[config.mk]
export PLATFORM = sky130hd
export DESIGN_NAME = chan_mux_scan
export DESIGN_NICKNAME = d
export VERILOG_FILES = /design/src/rtl/chan_mux_scan.sv
export SDC_FILE = /design/constraint.sdc
export NUM_CORES = 1
export LEC_CHECK = 0
export CAP_MARGIN = 20
export CORE_MARGIN = 2
export CORE_UTILIZATION = 25
export DETAILED_ROUTE_END_ITERATION = 16
export SLEW_MARGIN = 10
export SYNTH_ARGS = -nofsm -noshare
export SYNTH_HDL_FRONTEND = slang
export SYNTH_SLANG_ARGS = --single-unit
[constraint.sdc]
create_clock -name clk -period 1.55 [get_ports clk]
set_input_delay 0.2325 -clock clk [delete_from_list [all_inputs] [get_ports clk]]
set_output_delay 0.2325 -clock clk [all_outputs]
set_load 0.03 [all_outputs]
[src/rtl/chan_mux_scan.sv]
// chan_mux_scan: N_CH-channel registered mux with a manual select mode and
// a one-shot scan mode that dwells DWELL cycles on each channel.
// Optional feature: define MUX_SKIP_MASK_EN to restrict scan sweeps to the
// channels enabled in en_mask (sampled at start).
module chan_mux_scan #(
    parameter int unsigned N_CH  = 8,
    parameter int unsigned W     = 1,
    parameter int unsigned DWELL = 4,
    localparam int unsigned SEL_W = (N_CH > 1) ? $clog2(N_CH) : 1
) (
    input  logic                clk,
    input  logic                rst_n,
    input  logic [N_CH*W-1:0]   din,
    input  logic [SEL_W-1:0]    sel,
    input  logic                mode,
    input  logic                start,
    input  logic [N_CH-1:0]     en_mask,
    output logic [W-1:0]        dout,
    output logic                dout_valid,
    output logic [SEL_W-1:0]    cur_ch,
    output logic                busy
);

    localparam int unsigned DW_W = 8;

    typedef enum logic {
        IDLE = 1'b0,
        SCAN = 1'b1
    } state_e;

    state_e            state_q;
    logic [SEL_W-1:0]  ch_q;
    logic [DW_W-1:0]   dwell_q;
    logic [W-1:0]      dout_q;
    logic              valid_q;
    logic [SEL_W-1:0]  cur_ch_q;
    logic              busy_q;

    logic [N_CH-1:0]   scan_mask_c;
    logic [N_CH-1:0]   first_mask_c;
    logic              start_ok_c;

`ifdef MUX_SKIP_MASK_EN
    logic [N_CH-1:0]   mask_q;

    assign scan_mask_c  = mask_q;
    assign first_mask_c = en_mask;
    assign start_ok_c   = |en_mask;

    // Capture the channel mask at the start of a sweep and hold it.
    always_ff @(posedge clk or negedge rst_n) begin
        if (!rst_n) begin
            mask_q <= '0;
        end else if (state_q == IDLE && mode && start && start_ok_c) begin
            mask_q <= en_mask;
        end
    end
`else
    logic unused_en_mask;

    assign scan_mask_c    = '1;
    assign first_mask_c   = '1;
    assign start_ok_c     = 1'b1;
    assign unused_en_mask = ^en_mask;
`endif

    logic              sel_ok_c;
    logic [W-1:0]      sel_data_c;
    logic [W-1:0]      ch_data_c;
    logic [SEL_W-1:0]  first_c;
    logic [SEL_W-1:0]  last_c;
    logic [SEL_W-1:0]  next_c;
    logic              dwell_end_c;

    assign sel_ok_c    = {1'b0, sel} < (SEL_W+1)'(N_CH);
    assign dwell_end_c = (dwell_q == DW_W'(DWELL - 1));

    // Channel data selection and first/last/next enabled channel search.
    always_comb begin
        sel_data_c = '0;
        ch_data_c  = '0;
        first_c    = '0;
        last_c     = '0;
        next_c     = ch_q;
        for (int k = 0; k < N_CH; k++) begin
            if (sel == SEL_W'(k))   sel_data_c = din[k*W +: W];
            if (ch_q == SEL_W'(k))  ch_data_c  = din[k*W +: W];
            if (scan_mask_c[k])     last_c     = SEL_W'(k);
        end
        for (int k = N_CH - 1; k >= 0; k--) begin
            if (first_mask_c[k])                      first_c = SEL_W'(k);
            if (scan_mask_c[k] && SEL_W'(k) > ch_q)   next_c  = SEL_W'(k);
        end
    end

    // Mode FSM with registered outputs and channel/dwell counters.
    always_ff @(posedge clk or negedge rst_n) begin
        if (!rst_n) begin
            state_q  <= IDLE;
            ch_q     <= '0;
            dwell_q  <= '0;
            dout_q   <= '0;
            valid_q  <= 1'b0;
            cur_ch_q <= '0;
            busy_q   <= 1'b0;
        end else begin
            case (state_q)
                IDLE: begin
                    ch_q    <= '0;
                    dwell_q <= '0;
                    if (!mode) begin
                        dout_q   <= sel_ok_c ? sel_data_c : '0;
                        valid_q  <= sel_ok_c;
                        cur_ch_q <= sel;
                    end else begin
                        valid_q <= 1'b0;
                        if (start && start_ok_c) begin
                            state_q <= SCAN;
                            ch_q    <= first_c;
                            busy_q  <= 1'b1;
                        end
                    end
                end
                SCAN: begin
                    if (!mode) begin
                        state_q <= IDLE;
                        busy_q  <= 1'b0;
                        valid_q <= 1'b0;
                        ch_q    <= '0;
                        dwell_q <= '0;
                    end else begin
                        dout_q   <= ch_data_c;
                        cur_ch_q <= ch_q;
                        valid_q  <= dwell_end_c;
                        if (dwell_end_c) begin
                            dwell_q <= '0;
                            if (ch_q == last_c) begin
                                state_q <= IDLE;
                                busy_q  <= 1'b0;
                                ch_q    <= '0;
                            end else begin
                                ch_q <= next_c;
                            end
                        end else begin
                            dwell_q <= dwell_q + DW_W'(1);
                        end
                    end
                end
                default: begin
                    state_q <= IDLE;
                    busy_q  <= 1'b0;
                    valid_q <= 1'b0;
                end
            endcase
        end
    end

    assign dout       = dout_q;
    assign dout_valid = valid_q;
    assign cur_ch     = cur_ch_q;
    assign busy       = busy_q;

endmodule
# == Word level (Yosys, flattened, before mapping) ==
# Cells that the tools add are included.
# op_classes
addsub,1
order_cmp,8
eq_ne,22
muxes,52
bitwise,1
reduce_logical,5
# ops
operator,n
two-way mux 3 bit,13
two-way mux 1 bit,30
equality test 3 bit (second input constant),8
two-way mux 8 bit,2
one-hot mux 8 bit (2 select lines),1
equality test 3 x 2 -> 1 bit (second input constant),4
greater-than comparator 3 bit (first input constant),4
one-hot mux 3 bit (2 select lines),2
inequality test 11 x 2 -> 1 bit (second input constant),1
adder 8 x 1 -> 8 bit (second input constant),1
equality test 8 x 2 -> 1 bit (second input constant),1
inequality test 2 bit (second input constant),4
one-hot mux 1 bit (2 select lines),4
equality test 3 x 1 -> 1 bit (second input constant),2
greater-than comparator 1 x 3 -> 1 bit (first input constant),2
greater-than comparator 2 x 3 -> 1 bit (first input constant),2
logical NOT 3 bit,2
inequality test 3 x 2 -> 1 bit (second input constant),2
AND reduction 2 bit,2
AND reduction 4 bit,1
NOT 1 bit,1
# word_totals
reg_bits,18
out_inout_bits,6

# == Longest topological paths before layout ==
# Gate-level depths: netlist of run 1.
# logic_depth
word_depth,13
mapped_depth,7
ltp_nobuf,6

# == Least setup slack after synthesis of run 1 ==
# OpenSTA, ideal clock, no wires.
# synth_path
path_type,reg2reg
from,register ch_q[0]
to,"register dout_q, in the netlist dout"
setup_ps,137
arrival_ps,1269
required_ps,1413
path_slack_ps,143
stages_incl_launch_ff,7
period_less_slack_ps,1407
path_cell_list,dfrtp_1 -> buf_2 -> inv_1 -> ha_1 -> a311o_1 -> a21oi_1 -> o311ai_1
# synth_between
elab_chain_cells,11
word_cells_on_any_way,18
classes_between,eq/ne: 7; mux: 10; reduce/logical: 1
# synth_rtl
element,line,rtl
from (decl),32,logic [SEL_W-1:0] ch_q;
from (signal assigned),119,ch_q <= first_c;
from (signal assigned),142,ch_q <= next_c;
logical NOT 3 bit,87,if (ch_q == SEL_W'(k)) ch_data_c = din[k*W +: W];
two-way mux 1 bit (7 in series),87,
two-way mux 1 bit *,87,
two-way mux 1 bit *,125,if (!mode) begin
one-hot mux 1 bit (2 select lines) *,107,case (state_q)
to (signal assigned),112,dout_q <= sel_ok_c ? sel_data_c : '0;
to (signal assigned),132,dout_q <= ch_data_c;
to (decl),34,logic [W-1:0] dout_q;
# Every way passes the cells marked *; elsewhere a longest branch is shown, timed or not. The select of a mux whose other input is x is not followed.
# A chain may end at the register's enable or synchronous reset.

# == Worst setup path after layout of run 1 ==
# layout_path
from,"register cur_ch_q[2], in the netlist cur_ch[2]"
to,output port cur_ch[2]
# layout_lines
element,line,rtl
from (decl),36,logic [SEL_W-1:0] cur_ch_q;
from (signal assigned),114,cur_ch_q <= sel;
from (signal assigned),133,cur_ch_q <= ch_q;
to (decl),20,"output logic [SEL_W-1:0] cur_ch,"
# No word-level cell between the ends.

==> results.cfg, run 1 <==
[clock_network]
cts.clk_slew.worst_paths_ns = 0.07
cts_tree = done
cts.sink_count = 18
h-tree-depth = 1
numCtsBuffers = 3
cts_hold_repair.buffers = 0
clock_tree.root_cell = clkbuf_8
clock_latency_ns = 0.25
maximum_buffer_depth_of_the_clock_tree = 2

[logic_synthesis]
synth.net_count = 147
synth.area.top_cells = dfrtp_1 (41%), ha_1 (6.8%), mux2i_1 (6.3%), nand3_1 (4.5%), nor2_1 (4.4%)
netlist-cell-type-count = 31
post-synth-top-count-cell = dfrtp_1
ys.warnings.count = 0
synth_cells = 118
synth-seq-area-share_pct = 40.68
yosysTopAreaCell = dfrtp_1
mappedNetlistArea_um2 = 1107
synth_ff_type = dfrtp_1
synth_enable_flop_cells = 0
async_flop_share_pct = 100.0
avgSynthCellArea_um2 = 9.384
synth_top_area_share_pct = 40.68
yosys_register_bits = 18
post_synth_most_frequent_cells = dfrtp_1 (18), nor2_1 (13), nand2_1 (11), nand3_1 (10), o21ai_0 (8)

[sta]
finalHoldViolCount = 0
worst_slew_margin_rel_pct = 78.99
final.setup_skew_ns = 0.003971
worst_setup_slack_final_ns = 0.04249
post-route-min-period_ns = 1.508
timing.final.max_slew_violations = 0
max_slew.worst_pin.slew_ns = 0.3146
hold-worst-slack_ns = 0.2989
timing.final.setup_violations = 0
max_clk_rate_mhz = 663.3
post-route-period-util_pct = 97.26

[critical_path]
startpoint_type = register
depth_of_the_critical_timing_path_with_buffers_and_inverters_included = 1
critPathMaxFanout = 2
crit_path_top_delay_cell = clkdlybuf4s50_1
r2r_cells = 4
worst-path-buf-inv = 1
cp_cell_sequence = clkdlybuf4s50_1
r2r_start = dwell_q[4]
critical-path-max-stage-delay_ns = 0.67
crit_type = reg -> out
setup.worst_path.end = cur_ch[2]
timing.critical_path.from = cur_ch[2]
cell_family_with_most_cp_delay = buffers and inverters
reg2reg_setup_slack_ns = 0.07
worst_r2r_endpoint = ch_q[2]
cp-end-kind = output port
crit_arrival_ns = 1.28
worstPathRequired_ns = 1.32

[global_route]
grt_start_max_net_pins = 19
via_count_of_the_first_global_routing_pass = 966
antenna_found_initial = 0
track_usage_pct = 10.15
grt_first_pass_wirelength_mm = 4.098
grt_overflow = 0

[die]
design.die.area_um2 = 4977
floorplan.io_pins = 29
vertical_die_dimension_um = 70.55
effective_utilization_at_floorplan_pct = 25.61
rows = 24
core_region_area_um2 = 4324
die_width_um = 70.55

[power_and_ir_drop]
vdd_drop_max_v = 0.0003765
cellLeakagePower_uw = 0.0007107
power_density_nw_per_um2 = 783.4

[status]
outcome = finished clean

[min_path]
holdCritPathClass = in -> async

[final_layout]
postLayoutCellArea_um2 = 1560
post_route_cells_drive_above_1_share_pct = 19.35
core_util_final_pct = 36.08
synthToLayoutAreaGrowth_pct = 40.90
design.final.nets = 185
fill_cells = 449
insertedDiodeCount = 0

[placed_design]
dp_hpwl_mm = 1.889
place_area_um2 = 1471
place.gp.congestion = 0.8098
place_ws_ns = -0.2062
port-buffer-count = 20

[routing]
detailedRoute.firstIterationViolations = 36
vias = 955
route.antenna.remaining_nets = 0
wire_per_inst_um = 11.61
wirelength_mm = 2.403
drcViolationCount = 0
drt_first_pass_iters = 4
routed_via_density = 4.614

[flow_run]
cap_viol_max_count = 0
## how the worst min path moves through the flow
| stage | from | endpoint | slack [ns] | cells after the start |
|---|---|---|---|---|
| after floorplan | rst_n | busy | -0.06 | 0 |
| after global placement | cur_ch[1] | cur_ch[1] | 0.46 | 2 |
| after detailed placement | cur_ch[1] | cur_ch[1] | 0.47 | 2 |
| after CTS | rst_n | ch_q[0] | 0.31 | 2 |
| after global routing | rst_n | dwell_q[4] | 0.34 | 2 |
| final | rst_n | ch_q[1] | 0.30 | 2 |
## cell usage in the layout (no fill, tap or decap), types with 5 or more instances in the layout
| master | count |
|---|---|
| buf_4 | 17 |
| clkdlybuf4s50_1 | 17 |
| dfrtp_1 | 15 |
| ha_1 | 6 |
| inv_1 | 7 |
| mux2i_1 | 7 |
| nand2_1 | 10 |
| nand3_1 | 10 |
| nor2_1 | 13 |
| o21ai_0 | 8 |
| xor2_1 | 5 |
## sequential cells by signal, indices dropped and copies added, names as in the netlist
signal      flops
ch_q            3
dout            1
state_q         1
dwell_q         8
cur_ch          3
busy            1
dout_valid      1
## cells by family (layout without fill, tap and decap cells)
logic type | after synthesis | count (layout) | share of synthesized area (%)
muxes | 8 | 8 | 8.362
buffers and inverters | 11 | 48 | 4.294
adders and majority gates | 6 | 6 | 6.779
AOI/OAI and AO/OA | 20 | 20 | 12.09
DFF | 18 | 18 | 40.68
xor gates and xnor gates | 6 | 6 | 4.746
and+or+nand+nor | 49 | 49 | 23.05
## where the power goes
| part | switching [µW] | internal [µW] | total [µW] |
|---|---|---|---|
| clock | 163 | 226 | 389 |
| combinational | 155 | 152 | 307 |
| sequential | 23.1 | 503 | 526 |
## routing by layer
layer	vias up	track usage [%]	wire, µm
met5	-	0	0
met4	0	3.145	27
met3	2	2.137	90
met2	17	17.82	1190
met1	447	12.53	1095
li1	489	-	-
## metrics by stage
step	setup TNS, ns	instances	total power, µW
after floorplan	0	118	684.9
after global placement	-0.6315	202	835.8
after detailed placement	-0.6879	202	840.3
after CTS	0	206	1231
after global routing	-0.03108	207	1284
final	0	207	1222
## area by class of cell
type                            instances  area (µm²)  area share (%)
Clock buffer                            4       55.05           3.528
Multi-Input combinational cell         89       624.3           40.02
Inverter                                7       26.28           1.684
Sequential cell                        18       454.2           29.11
Timing Repair Buffer                   37       335.3           21.49
Tap cell                               52       65.06           4.170
## repair_timing
action	4_1_cts	5_1_grt
setup endpoints to repair	0	6
resized for setup	0	9
buffers inserted	0	1
Note: power is estimated with default switching activity, not from simulation.
==> run 2: changes to the inputs <==
- CORE_UTILIZATION: 25 -> 48
- PLACE_DENSITY: not set -> 0.79
- SKIP_LAST_GASP: not set -> 1
==> results.cfg, run 2 (synthesis results as in run 1) <==
[status]
outcome = finished clean

[power_and_ir_drop]
p_int_uw = 778.1
cellLeakagePower_uw = 0.0006758
p_clk_share_pct = 26.5
vdd_drop_max_v = 0.0004720
power_density_nw_per_um2 = 752.8
power_switching_share_pct = 29.87
share_seq_of_total_power_pct = 47.0
combPwrFrac_pct = 26.5
switchingPower_uw = 331.5

[routing]
drt_first_pass_iters = 4
wire_per_inst_um = 14.22
route.antenna.remaining_nets = 0
routed_via_density = 5.550
drcViolationCount = 0
wirelength_mm = 2.559
vias = 999
detailedRoute.firstIterationViolations = 27

[critical_path]
critPathMaxFanout = 6
cell_family_with_most_cp_delay = compound AO/OA/AOI/OAI gates
crit_path_top_delay_cell = dfrtp_1
crit_arrival_ns = 1.69
startpoint_type = register
critical-path-max-stage-delay_ns = 0.42
crit_type = reg -> reg
cp-end-kind = register
worstPathRequired_ns = 1.75
cp_cell_sequence = nor4_4 -> a31oi_4 -> o21bai_1 -> a22o_1
worst-path-buf-inv = 0

[global_route]
via_count_of_the_first_global_routing_pass = 964
track_usage_pct = 22.58
antenna_found_initial = 0
grt_start_max_net_pins = 19
grt_overflow = 0
grt_first_pass_wirelength_mm = 4.464

[sta]
final.setup_skew_ns = 0.009990
max_slew.worst_pin.slew_ns = 0.3197
max_clk_rate_mhz = 672.9
finalHoldViolCount = 0
timing.final.max_slew_violations = 0
timing.final.setup_violations = 0
worst_slew_margin_rel_pct = 78.53
grt_setup_unrepaired = true
post-route-period-util_pct = 95.88
post-route-min-period_ns = 1.486

[clock_network]
cts.sink_count = 18
h-tree-depth = 1
clock_tree.root_cell = clkbuf_4
maximum_buffer_depth_of_the_clock_tree = 2
clock_latency_ns = 0.30
numCtsBuffers = 3
cts_tree = done
cts.clk_slew.worst_paths_ns = 0.11
cts_hold_repair.buffers = 0

[placed_design]
dp_hpwl_mm = 1.907
port-buffer-count = 20
place_area_um2 = 1419
place.gp.congestion = 0.7733

[die]
vertical_die_dimension_um = 52.03
die_width_um = 52.03
effective_utilization_at_floorplan_pct = 50.54
core_region_area_um2 = 2191
floorplan.io_pins = 29
rows = 17
design.die.area_um2 = 2707

[min_path]
holdCritPathClass = in -> async

[final_layout]
largest_reg_flops = 8
post_route_cells_drive_above_1_share_pct = 16.45
final_common_cell = dfrtp_1
synthToLayoutAreaGrowth_pct = 33.11
design.final.nets = 182
insertedDiodeCount = 0
core_util_final_pct = 67.28
most-common-layout-cells = dfrtp_1 (17), clkdlybuf4s50_1 (14), buf_4 (14), nor2_1 (13), nand2_1 (11)
register_with_the_most_flip_flops = dwell_q
postLayoutCellArea_um2 = 1474

[flow_run]
cap_viol_max_count = 0
==> run 2: cell count changes in the layout (fill, tap and decap cells not counted) <==
cell             previous run  this run
dlymetal6s2s_1              3         0
buf_4                      17        14
nand2_2                     1         0
dfrtp_1                    15        17
clkbuf_8                    4         1
nand2_1                    10        11
nand3_2                     0         1
dfrtp_2                     3         1
dlygate4sd2_1               0         6
clkdlybuf4s50_1            17        14
nand3_1                    10         9
clkbuf_4                    0         3
==> run 2: through the flow <==
stage	setup WS [ns]	std cells	hold WS (ns)	power (µW)	setup TNS [ns]
after floorplan	0.1434	118	-0.06309	684.9	0
after global placement	-0.1592	175	0.4652	832.2	-0.2936
after detailed placement	-0.1620	175	0.4937	839.9	-0.4732
after CTS	0.01476	179	0.2418	1115	0
after global routing	-0.03307	180	0.2760	1173	-0.03436
final	0.06382	180	0.2392	1110	0
==> run 2: power groups by stage <==
stage	Sequential, µW	Combinational [µW]	Clock, µW
floorplan	581	104	0
global placement	529	303	0
detailed placement	531	309	0
CTS	521	292	301
global route	525	324	324
finish	521	295	294
==> run 2: per-layer routing <==
metal,track usage (%),part of all wire (%),up-vias
li1,-,-,487
met1,31.73,45,480
met3,3.448,5.3,2
met4,7.895,0.86,0
met2,35.23,49,30
met5,0,0,-
==> run 2: layout make-up <==
class	instances	area, µm²
Fill cell	180	716.9
Multi-Input combinational cell	89	626.9
Sequential cell	18	451.7
Timing Repair Buffer	34	297.8
Clock buffer	4	36.28
Tap cell	28	35.03
Inverter	7	26.28
==> run 2: final timing paths <==
check / startpoint / to / cells past startpoint / slack, ns
setup reg to reg: dwell_q[6] / ch_q[0] / 4 / 0.06
hold reg to reg: cur_ch[2] / cur_ch[2] / 2 / 0.51
max in group asynchronous: rst_n / ch_q[1] / 2 / 1.10
min in group clk: cur_ch[2] / cur_ch[2] / 2 / 0.51
setup / recovery: dwell_q[6] / ch_q[0] / 4 / 0.06
hold / removal: rst_n / dwell_q[6] / 2 / 0.24
==> run 2: what timing repair did <==
item / 4_1_cts / 5_1_grt
setup buffers: 0 / 1
setup endpoints to repair: 6 / 9
pin swaps: 0 / 2
resized for setup: 6 / 4
